[config.mk]
export PLATFORM = sky130hd
export DESIGN_NAME = uart_tx_data
export DESIGN_NICKNAME = d
export VERILOG_FILES = /design/src/rtl/uart_frame_pkg.sv /design/src/rtl/uart_tx_byte.sv /design/src/rtl/uart_tx_data.sv
export SDC_FILE = /design/constraint.sdc
export NUM_CORES = 1
export LEC_CHECK = 0
export ABC_AREA = 1
export CORE_MARGIN = 8
export CORE_UTILIZATION = 56
export DETAILED_ROUTE_END_ITERATION = 7
export GPL_ROUTABILITY_DRIVEN = 0
export PLACE_DENSITY = 0.9
export RECOVER_POWER = 25
export SETUP_SLACK_MARGIN = 0.3
export SLEW_MARGIN = 15
export SYNTH_ARGS = -nofsm -noshare
export SYNTH_HDL_FRONTEND = slang
export SYNTH_SLANG_ARGS = --single-unit
[constraint.sdc]
create_clock -name I_clk_10M -period 5.3 [get_ports I_clk_10M]
set_input_delay 0.53 -clock I_clk_10M [delete_from_list [all_inputs] [get_ports I_clk_10M]]
set_output_delay 0.53 -clock I_clk_10M [all_outputs]
set_load 0.01 [all_outputs]
[src/rtl/uart_frame_pkg.sv]
// Shared frame constants, FSM encoding and checksum helper for the backplane UART link.
package uart_frame_pkg;

  localparam logic [7:0] HDR0_DEF      = 8'h55;
  localparam logic [7:0] HDR1_DEF      = 8'hAA;
  localparam int         FRAME_LEN     = 12;
  localparam int         BITS_PER_BYTE = 10;

  typedef enum logic [2:0] {
    ST_IDLE = 3'd0,
    ST_LOAD = 3'd1,
    ST_SEND = 3'd2,
    ST_WAIT = 3'd3,
    ST_DONE = 3'd4
  } tx_state_e;

  // Modulo-256 sum of the GA byte and the eight payload bytes.
  function automatic logic [7:0] frame_chk(input logic [4:0] ga, input logic [63:0] data);
    logic [7:0] sum;
    sum = {3'b000, ga};
    for (int i = 0; i < 8; i++) begin
      sum = sum + data[8*i +: 8];
    end
    return sum;
  endfunction

endpackage

[src/rtl/uart_tx_byte.sv]
// 8N1 serialiser: start bit, eight data bits LSB first, stop bit, each CLKS_PER_BIT cycles.
module uart_tx_byte
  import uart_frame_pkg::*;
#(
  parameter int CLKS_PER_BIT = 87
) (
  input  logic       I_clk_10M,
  input  logic       I_rst,
  input  logic       I_start,
  input  logic [7:0] I_byte,
  output logic       O_txb,
  output logic       O_done
);

  localparam int             BW        = $clog2(CLKS_PER_BIT + 1);
  localparam logic [BW-1:0]  BAUD_LAST = BW'(CLKS_PER_BIT - 1);
  localparam logic [BW-1:0]  BAUD_ONE  = BW'(1);
  localparam logic [3:0]     LAST_BIT  = 4'(BITS_PER_BYTE - 1);

  logic          active_r;
  logic [3:0]    bit_cnt_r;
  logic [BW-1:0] baud_r;
  logic [9:0]    shift_r;
  logic          txb_r;
  logic          bit_end_s;

  assign bit_end_s = active_r && (baud_r == BAUD_LAST);
  // Done covers the final cycle of the stop bit so the framer can restart with a 2-cycle gap.
  assign O_done    = bit_end_s && (bit_cnt_r == LAST_BIT);
  assign O_txb     = txb_r;

  // Bit sequencing: shift_r[0] is the bit currently on the line.
  always_ff @(posedge I_clk_10M) begin
    if (I_rst) begin
      active_r  <= 1'b0;
      bit_cnt_r <= 4'd0;
      baud_r    <= '0;
      shift_r   <= 10'h3FF;
      txb_r     <= 1'b1;
    end else if (!active_r) begin
      if (I_start) begin
        active_r  <= 1'b1;
        bit_cnt_r <= 4'd0;
        baud_r    <= '0;
        shift_r   <= {1'b1, I_byte, 1'b0};
        txb_r     <= 1'b0;
      end
    end else if (bit_end_s) begin
      baud_r <= '0;
      if (bit_cnt_r == LAST_BIT) begin
        active_r  <= 1'b0;
        bit_cnt_r <= 4'd0;
        txb_r     <= 1'b1;
      end else begin
        bit_cnt_r <= bit_cnt_r + 4'd1;
        shift_r   <= {1'b1, shift_r[9:1]};
        txb_r     <= shift_r[1];
      end
    end else begin
      baud_r <= baud_r + BAUD_ONE;
    end
  end

endmodule

[src/rtl/uart_tx_data.sv]
// Transmit framer: latches a 64-bit word plus GA and sends HDR0 HDR1 GA D7..D0 CHK over 8N1.
module uart_tx_data
  import uart_frame_pkg::*;
#(
  parameter int         CLKS_PER_BIT = 87,
  parameter logic [7:0] HDR0         = HDR0_DEF,
  parameter logic [7:0] HDR1         = HDR1_DEF
) (
  input  logic        I_clk_10M,
  input  logic        I_rst,
  input  logic [63:0] I_data,
  input  logic        I_data_vld,
  output logic        O_data_rdy,
  input  logic [4:0]  I_GA,
  output logic        O_txb,
  output logic        O_busy,
  output logic        O_frame_done
);

  localparam logic [3:0] LAST_IDX = 4'(FRAME_LEN - 1);

  tx_state_e   state_r, state_nxt;
  logic [63:0] data_r;
  logic [4:0]  ga_r;
  logic [7:0]  chk_r;
  logic [3:0]  byte_idx_r;
  logic [7:0]  byte_r;
  logic [7:0]  byte_sel_s;
  logic        rdy_r, busy_r, frame_done_r;
  logic        accept_s, byte_start_s, byte_done_s;

  assign accept_s     = (state_r == ST_IDLE) && I_data_vld;
  assign O_data_rdy   = rdy_r;
  assign O_busy       = busy_r;
  assign O_frame_done = frame_done_r;

  // Next-state and byte-start decode.
  always_comb begin
    state_nxt    = state_r;
    byte_start_s = 1'b0;
    case (state_r)
      ST_IDLE: begin
        if (accept_s) state_nxt = ST_LOAD;
        else          state_nxt = ST_IDLE;
      end
      ST_LOAD: state_nxt = ST_SEND;
      ST_SEND: begin
        byte_start_s = 1'b1;
        state_nxt    = ST_WAIT;
      end
      ST_WAIT: begin
        if (!byte_done_s)               state_nxt = ST_WAIT;
        else if (byte_idx_r < LAST_IDX) state_nxt = ST_LOAD;
        else                            state_nxt = ST_DONE;
      end
      ST_DONE: state_nxt = ST_IDLE;
      default: state_nxt = ST_IDLE;
    endcase
  end

  // State register; status outputs are registered from the next state.
  always_ff @(posedge I_clk_10M) begin
    if (I_rst) begin
      state_r      <= ST_IDLE;
      rdy_r        <= 1'b1;
      busy_r       <= 1'b0;
      frame_done_r <= 1'b0;
    end else begin
      state_r      <= state_nxt;
      rdy_r        <= (state_nxt == ST_IDLE);
      busy_r       <= (state_nxt != ST_IDLE);
      frame_done_r <= (state_nxt == ST_DONE);
    end
  end

  // Frame byte mux, indexed by position on the wire.
  always_comb begin
    byte_sel_s = 8'h00;
    case (byte_idx_r)
      4'd0:    byte_sel_s = HDR0;
      4'd1:    byte_sel_s = HDR1;
      4'd2:    byte_sel_s = {3'b000, ga_r};
      4'd3:    byte_sel_s = data_r[63:56];
      4'd4:    byte_sel_s = data_r[55:48];
      4'd5:    byte_sel_s = data_r[47:40];
      4'd6:    byte_sel_s = data_r[39:32];
      4'd7:    byte_sel_s = data_r[31:24];
      4'd8:    byte_sel_s = data_r[23:16];
      4'd9:    byte_sel_s = data_r[15:8];
      4'd10:   byte_sel_s = data_r[7:0];
      4'd11:   byte_sel_s = chk_r;
      default: byte_sel_s = 8'h00;
    endcase
  end

  // Payload capture, byte staging and byte index advance.
  always_ff @(posedge I_clk_10M) begin
    if (I_rst) begin
      data_r     <= 64'd0;
      ga_r       <= 5'd0;
      chk_r      <= 8'd0;
      byte_idx_r <= 4'd0;
      byte_r     <= 8'd0;
    end else if (accept_s) begin
      data_r     <= I_data;
      ga_r       <= I_GA;
      chk_r      <= frame_chk(I_GA, I_data);
      byte_idx_r <= 4'd0;
    end else if (state_r == ST_LOAD) begin
      byte_r <= byte_sel_s;
    end else if ((state_r == ST_WAIT) && byte_done_s && (byte_idx_r < LAST_IDX)) begin
      byte_idx_r <= byte_idx_r + 4'd1;
    end
  end

  uart_tx_byte #(.CLKS_PER_BIT(CLKS_PER_BIT)) u_tx_byte (
    .I_clk_10M (I_clk_10M),
    .I_rst     (I_rst),
    .I_start   (byte_start_s),
    .I_byte    (byte_r),
    .O_txb     (O_txb),
    .O_done    (byte_done_s)
  );

endmodule

==> results of run 1 <==
==> path summary, 6_finish.rpt <==
check                                        start              endpoint  cells past startpoint  slack, ns
worst max-delay path                         I_rst              chk_r[4]                      6       0.75
worst min-delay path                    data_r[25]            data_r[25]                      2       0.45
worst max register to register  u_tx_byte.active_r  u_tx_byte.shift_r[7]                      7       3.25
worst min register to register          data_r[25]            data_r[25]                      2       0.45
==> through the flow <==
stage | area, µm² | std cells | hold WS [ns]
after detailed placement | 7224 | 1006 | 0.4457
after global placement | 7224 | 1006 | 0.4373
final | 7849 | 1038 | 0.4519
after CTS | 7863 | 1038 | 0.4545
after floorplan | 6387 | 812 | 0.4245
after global routing | 7849 | 1038 | 0.4741
==> placed cells by master (no fill, tap or decap), drive strengths merged <==
cell,synthesis,layout
dfxtp,116,116
nor2,59,59
nor3b,1,1
a21oi,73,73
o221a,1,1
a31o,1,1
nor3,4,4
o22ai,61,61
dlygate4sd3,0,3
nand3b,2,2
inv,185,185
nand3,36,36
nor4,1,1
or2,2,2
and2,1,1
clkinvlp,0,2
nand2,93,93
o311ai,7,7
clkinv,4,12
xnor2,5,5
a32oi,2,2
fa,43,43
ha,18,18
clkdlybuf4s50,0,72
nand4,6,6
a211oi,1,1
o21ai,61,61
clkbuf,17,18
buf,10,2
bufinv,0,5
o32ai,1,1
and3,1,1
==> cell families after synthesis <==
kind of cell,synth area share (%)
flip-flops,36.36
AO/OA/AOI/OAI,18.51
buffers and inverters,13.01
adder cells (fa/ha/maj),17.00
AND/OR/NAND/NOR,14.44
XOR/XNOR,0.6856
==> worst max-delay path, cell delays in order <==
cell	delay (ns)
clkdlybuf4s50_1	0.39
buf_4	0.21
clkinv_1	0.07
clkbuf_1	1.82
nand2_1	1.26
o22ai_1	0.54
==> power by group through the flow <==
| stage | combinational (W) | sequential (W) | clock, W |
|---|---|---|---|
| 2_1_floorplan | 0.000777 | 0.00101 | 0 |
| 3_3_place_gp | 0.000989 | 0.00102 | 0 |
| 3_5_place_dp | 0.00104 | 0.00102 | 0 |
| 4_1_cts | 0.00108 | 0.00101 | 0.00125 |
| 5_1_grt | 0.00123 | 0.00102 | 0.00129 |
| 6_report | 0.00110 | 0.00101 | 0.00126 |
==> per-layer routing <==
metal,vias up,GRT usage [%],wire (µm)
li1,2758,-,-
met1,2732,27.76,6876
met2,310,39.42,8340
met3,72,7.314,1328
met4,0,13.33,752
met5,-,0,0
==> registers in the layout, summed over array words and instances, names as in the netlist <==
register	cells
chk_r	8
O_busy	1
u_tx_byte.baud_r	7
state_r	3
ga_r	5
O_data_rdy	1
byte_idx_r	4
u_tx_byte.O_txb	1
byte_r	8
u_tx_byte.active_r	1
u_tx_byte.bit_cnt_r	4
u_tx_byte.shift_r	8
data_r	64
O_frame_done	1
==> final cells by class <==
class / instances / area, µm² / share of cell area (%)
multi-input combinational: 480 / 3229 / 41.14
sequential: 116 / 2322 / 29.59
timing repair buffer: 78 / 769.5 / 9.804
inverter: 189 / 710.7 / 9.055
clock inverter: 15 / 212.7 / 2.710
clock buffer: 17 / 425.4 / 5.420
tap: 143 / 178.9 / 2.280
==> out/results.txt, run 1 <==
Final core occ: 69.63%
Most used DFF post-synth: dfxtp_1
Fmax: 0.2195 GHz
Cell with the most instances after synthesis: inv_1
Clock buffer depth: 2
PwrDens: 429.3 nW/µm²
CTS tree: built
VDD IR-drop max: 0.0003021 V
Status: complete, but fails checks
Skew-Pair Late Insertion Delay: 0.42 ns
Post-synth EDFFs: 0
Total track usage: 24.10%
GRT overflow: 0
Die span in y: 122.8 µm
Post-synth top cells: inv_1, dfxtp_1, nand2_1, a21oi_1, o22ai_1
HPWL Detailed: 11.55 mm
Crit end category: flop
Clock skew: 0.005050 ns
Clk sink count: 116
Seq/Total Area, Yosys: 36.36%
WL/cell: 16.66 µm
Ys async rst share: 0%
1st-iter DRT viols: 540
Synth Register Bits: 116
Total number of vias: 5872
Row Count: 39
Int Power: 0.002245 W
Fillers: 818
Final hold vios: 0
CTS resizes: 0
Worst path required time: 5.60 ns
Logic pwr share: 32.7%
Share of the synthesized area in the top cell type: 36.36%
CTS H-tree depth: 4
Synthesis Warnings: 0
Slew Limit Fails: 65
RSZ-0062 raised after global routing: no
DP Worst Slack: 0.6772 ns
Final worst setup slack: 0.7451 ns
Largest net degree at the start of global routing: 103
Min-delay worst type: flop to flop
Crit path kind: primary input to flop
CP Launch Type: primary input
CP arrival: 4.86 ns
Proportion of layout cells with a drive suffix above 1: 6.592%
Power share of the clock group: 37.3%
Hold_buf cts: 0
Synth top area cells: dfxtp_1, fa_1, inv_1
Failing checks: max-capacitance violations, max-slew violations
Antenna Nets Post-Route: 0
# setup viols final: 0
Static Leak: 3.411 nW
Reg power frac: 29.9%
Final min period: 4.555 ns
First-pass GRT wire length: 28.25 mm
CORE AREA: 11270 µm²
Worst Tran Pin Value: 2.579 ns
Switching Share: 33.38%
Syn Std Cell Area: 6387 µm²
Mapped Cells: 812
Buffers on Ports: 75
Remaining DRCs: 0
Tcrit/Tclk final: 85.94%
Num ports: 76
Die X-Extent: 122.8 µm
Vias per std cell: 5.657
Syn nets: 945
Initial core utilization: 56.67%
Die area: 15080 µm²
Net Switching: 0.001124 W
TritonCTS Buffers: 17
Post-CTS setup repair buffer count: 0
ANT cells: 0
Final setup TNS: 0 ns
Synth unique cells: 40
Area Overhead vs Synth: 22.88%
Root Driver: clkbuf_16
Max cap viols: 1
Avg Cell Area, Syn: 7.866 µm²
Power Total: 0.003369 W
Yosys top cell by area: dfxtp_1
DRT Pass-1 Iters: 6
Rel. slew slack: -71.94%
Worst Path Max Fanout: 64
Vias in the first global route: 5951
Post-Route WL: 17.30 mm
Fin nets: 1015
Clock slew at reported path FFs: 0.05 ns
Initial antenna violation count: 0
Power figures use the tool's default switching activity.
==> run 2, diff against run 1 <==
--- a/config.mk
+++ b/config.mk
@@ -6,7 +6,6 @@
 export NUM_CORES = 1
 export LEC_CHECK = 0
 export ABC_AREA = 1
-export CORE_MARGIN = 8
 export CORE_UTILIZATION = 56
 export DETAILED_ROUTE_END_ITERATION = 7
 export GPL_ROUTABILITY_DRIVEN = 0
==> constraint.sdc (replaced) <==
create_clock -name I_clk_10M -period 5.11 [get_ports I_clk_10M]
set_input_delay 0.511 -clock I_clk_10M [delete_from_list [all_inputs] [get_ports I_clk_10M]]
set_output_delay 0.511 -clock I_clk_10M [all_outputs]
set_load 0.01 [all_outputs]
==> out/results.txt, run 2 (same netlist as run 1, synthesis figures left out) <==
Most frequent cells in the layout: inv_1, dfxtp_1, nand2_1
Tcrit/Tclk final: 84.54%
CTS resizes: 0
GRT overflow: 0
HPWL Detailed: 11.17 mm
Worst path required time: 5.41 ns
Max reg flops: 64
Fin nets: 1014
CTS tree: built
Final setup TNS: 0 ns
VDD IR-drop max: 0.0002804 V
CP Launch Type: primary input
Final min period: 4.320 ns
Most common cell after layout, fill and taps aside: inv_1
Min-delay worst type: flop to flop
Max cap viols: 0
Vias in the first global route: 5988
Proportion of layout cells with a drive suffix above 1: 6.495%
1st-iter DRT viols: 504
Total number of vias: 5983
Clock buffer depth: 2
Antenna Nets Post-Route: 0
Clk sink count: 116
Worst Path Max Fanout: 3
# setup viols final: 0
Slew Limit Fails: 0
PwrDens: 431.3 nW/µm²
Die span in y: 108.8 µm
Clock skew: 0.009600 ns
First-pass GRT wire length: 27.95 mm
Total track usage: 31.00%
Num ports: 76
ANT cells: 0
Clock slew at reported path FFs: 0.06 ns
Initial core utilization: 58.16%
Status: completed
CORE AREA: 10980 µm²
Remaining DRCs: 0
Crit end category: flop
Worst Tran Pin Value: 0.9727 ns
Fillers: 776
Post-Route WL: 16.82 mm
Skew-Pair Late Insertion Delay: 0.42 ns
Die area: 11840 µm²
Biggest register: data_r
Final hold vios: 0
Hold slack final: 0.4544 ns
CTS H-tree depth: 4
Hold_buf cts: 0
WL/cell: 16.28 µm
Initial antenna violation count: 0
Buffers on Ports: 75
Root Driver: clkbuf_16
Die X-Extent: 108.8 µm
DRT Pass-1 Iters: 6
Vias per std cell: 5.792
Post-CTS setup repair buffer count: 0
TritonCTS Buffers: 17
Fmax: 0.2315 GHz
RSZ-0062 raised after global routing: no
Rel. slew slack: 35.00%
Area Overhead vs Synth: 21.80%
Crit path kind: primary input to flop
CP arrival: 4.62 ns
Static Leak: 3.369 nW
Row Count: 38
Largest net degree at the start of global routing: 103
==> run 2: cell count changes in the layout (fill, tap and decap cells not counted), moves of 2 or more <==
cell             before  now
bufinv_16             5    2
clkdlybuf4s50_1      72   70
clkinv_2              7    4
clkinvlp_4            2    4
dlygate4sd3_1         3    5
inv_6                 0    2
==> run 2: power by group <==
group,internal (W),switching [W]
sequential,0.00101,0.0000392
clock,0.000727,0.000433
combinational,0.000465,0.000685
==> run 2: layer usage <==
layer  wire length (µm)  vias up  global-route usage [%]  share of wire [%]
li1                   -     2754                       -                  -
met1               6435     2778                   37.78                 38
met2               7968      373                   50.23                 47
met3               1717       78                   7.591                 10
met4                697        0                   17.47                4.1
met5                  0        -                       0                  0
==> run 2: worst paths after layout <==
path                                         start              endpoint  slack [ns]  depth (start not counted)
worst max-delay path                     I_data[2]              chk_r[6]        0.79                         17
worst min-delay path                    data_r[34]            data_r[34]        0.45                          2
worst max register to register  u_tx_byte.active_r  u_tx_byte.shift_r[4]        2.77                          6
worst min register to register          data_r[34]            data_r[34]        0.45                          2
==> run 2: worst max-delay path: stages <==
cell	delay [ns]
clkdlybuf4s50_1	0.45
inv_1	0.06
fa_1	0.54
inv_1	0.08
fa_1	0.51
fa_1	0.56
inv_1	0.06
fa_1	0.53
inv_1	0.05
ha_1	0.23
fa_1	0.42
nand2_1	0.09
nand2_1	0.05
a21oi_1	0.16
xnor2_1	0.08
o21ai_0	0.16
inv_1	0.07
==> run 2: cell type report <==
cell class / count / area, µm² / area share [%]
tap: 140 / 175.2 / 2.252
clock inverter: 12 / 131.4 / 1.689
inverter: 189 / 710.7 / 9.135
sequential: 116 / 2322 / 29.85
multi-input combinational: 480 / 3232 / 41.54
clock buffer: 19 / 442.9 / 5.693
timing repair buffer: 77 / 765.7 / 9.842
==> run 2: per-stage QoR <==
stage	area (µm²)	setup slack [ns]	total power [W]	util, %	std cells
final	7780	0.7900	0.003356	70.84	1033
after detailed placement	7213	0.4555	0.002144	65.68	1002
after floorplan	6387	1.121	0.001858	-	812
after global placement	7213	0.5379	0.002087	65.68	1002
after CTS	7787	0.8247	0.003336	70.90	1033
after global routing	7780	0.6478	0.003570	70.84	1033
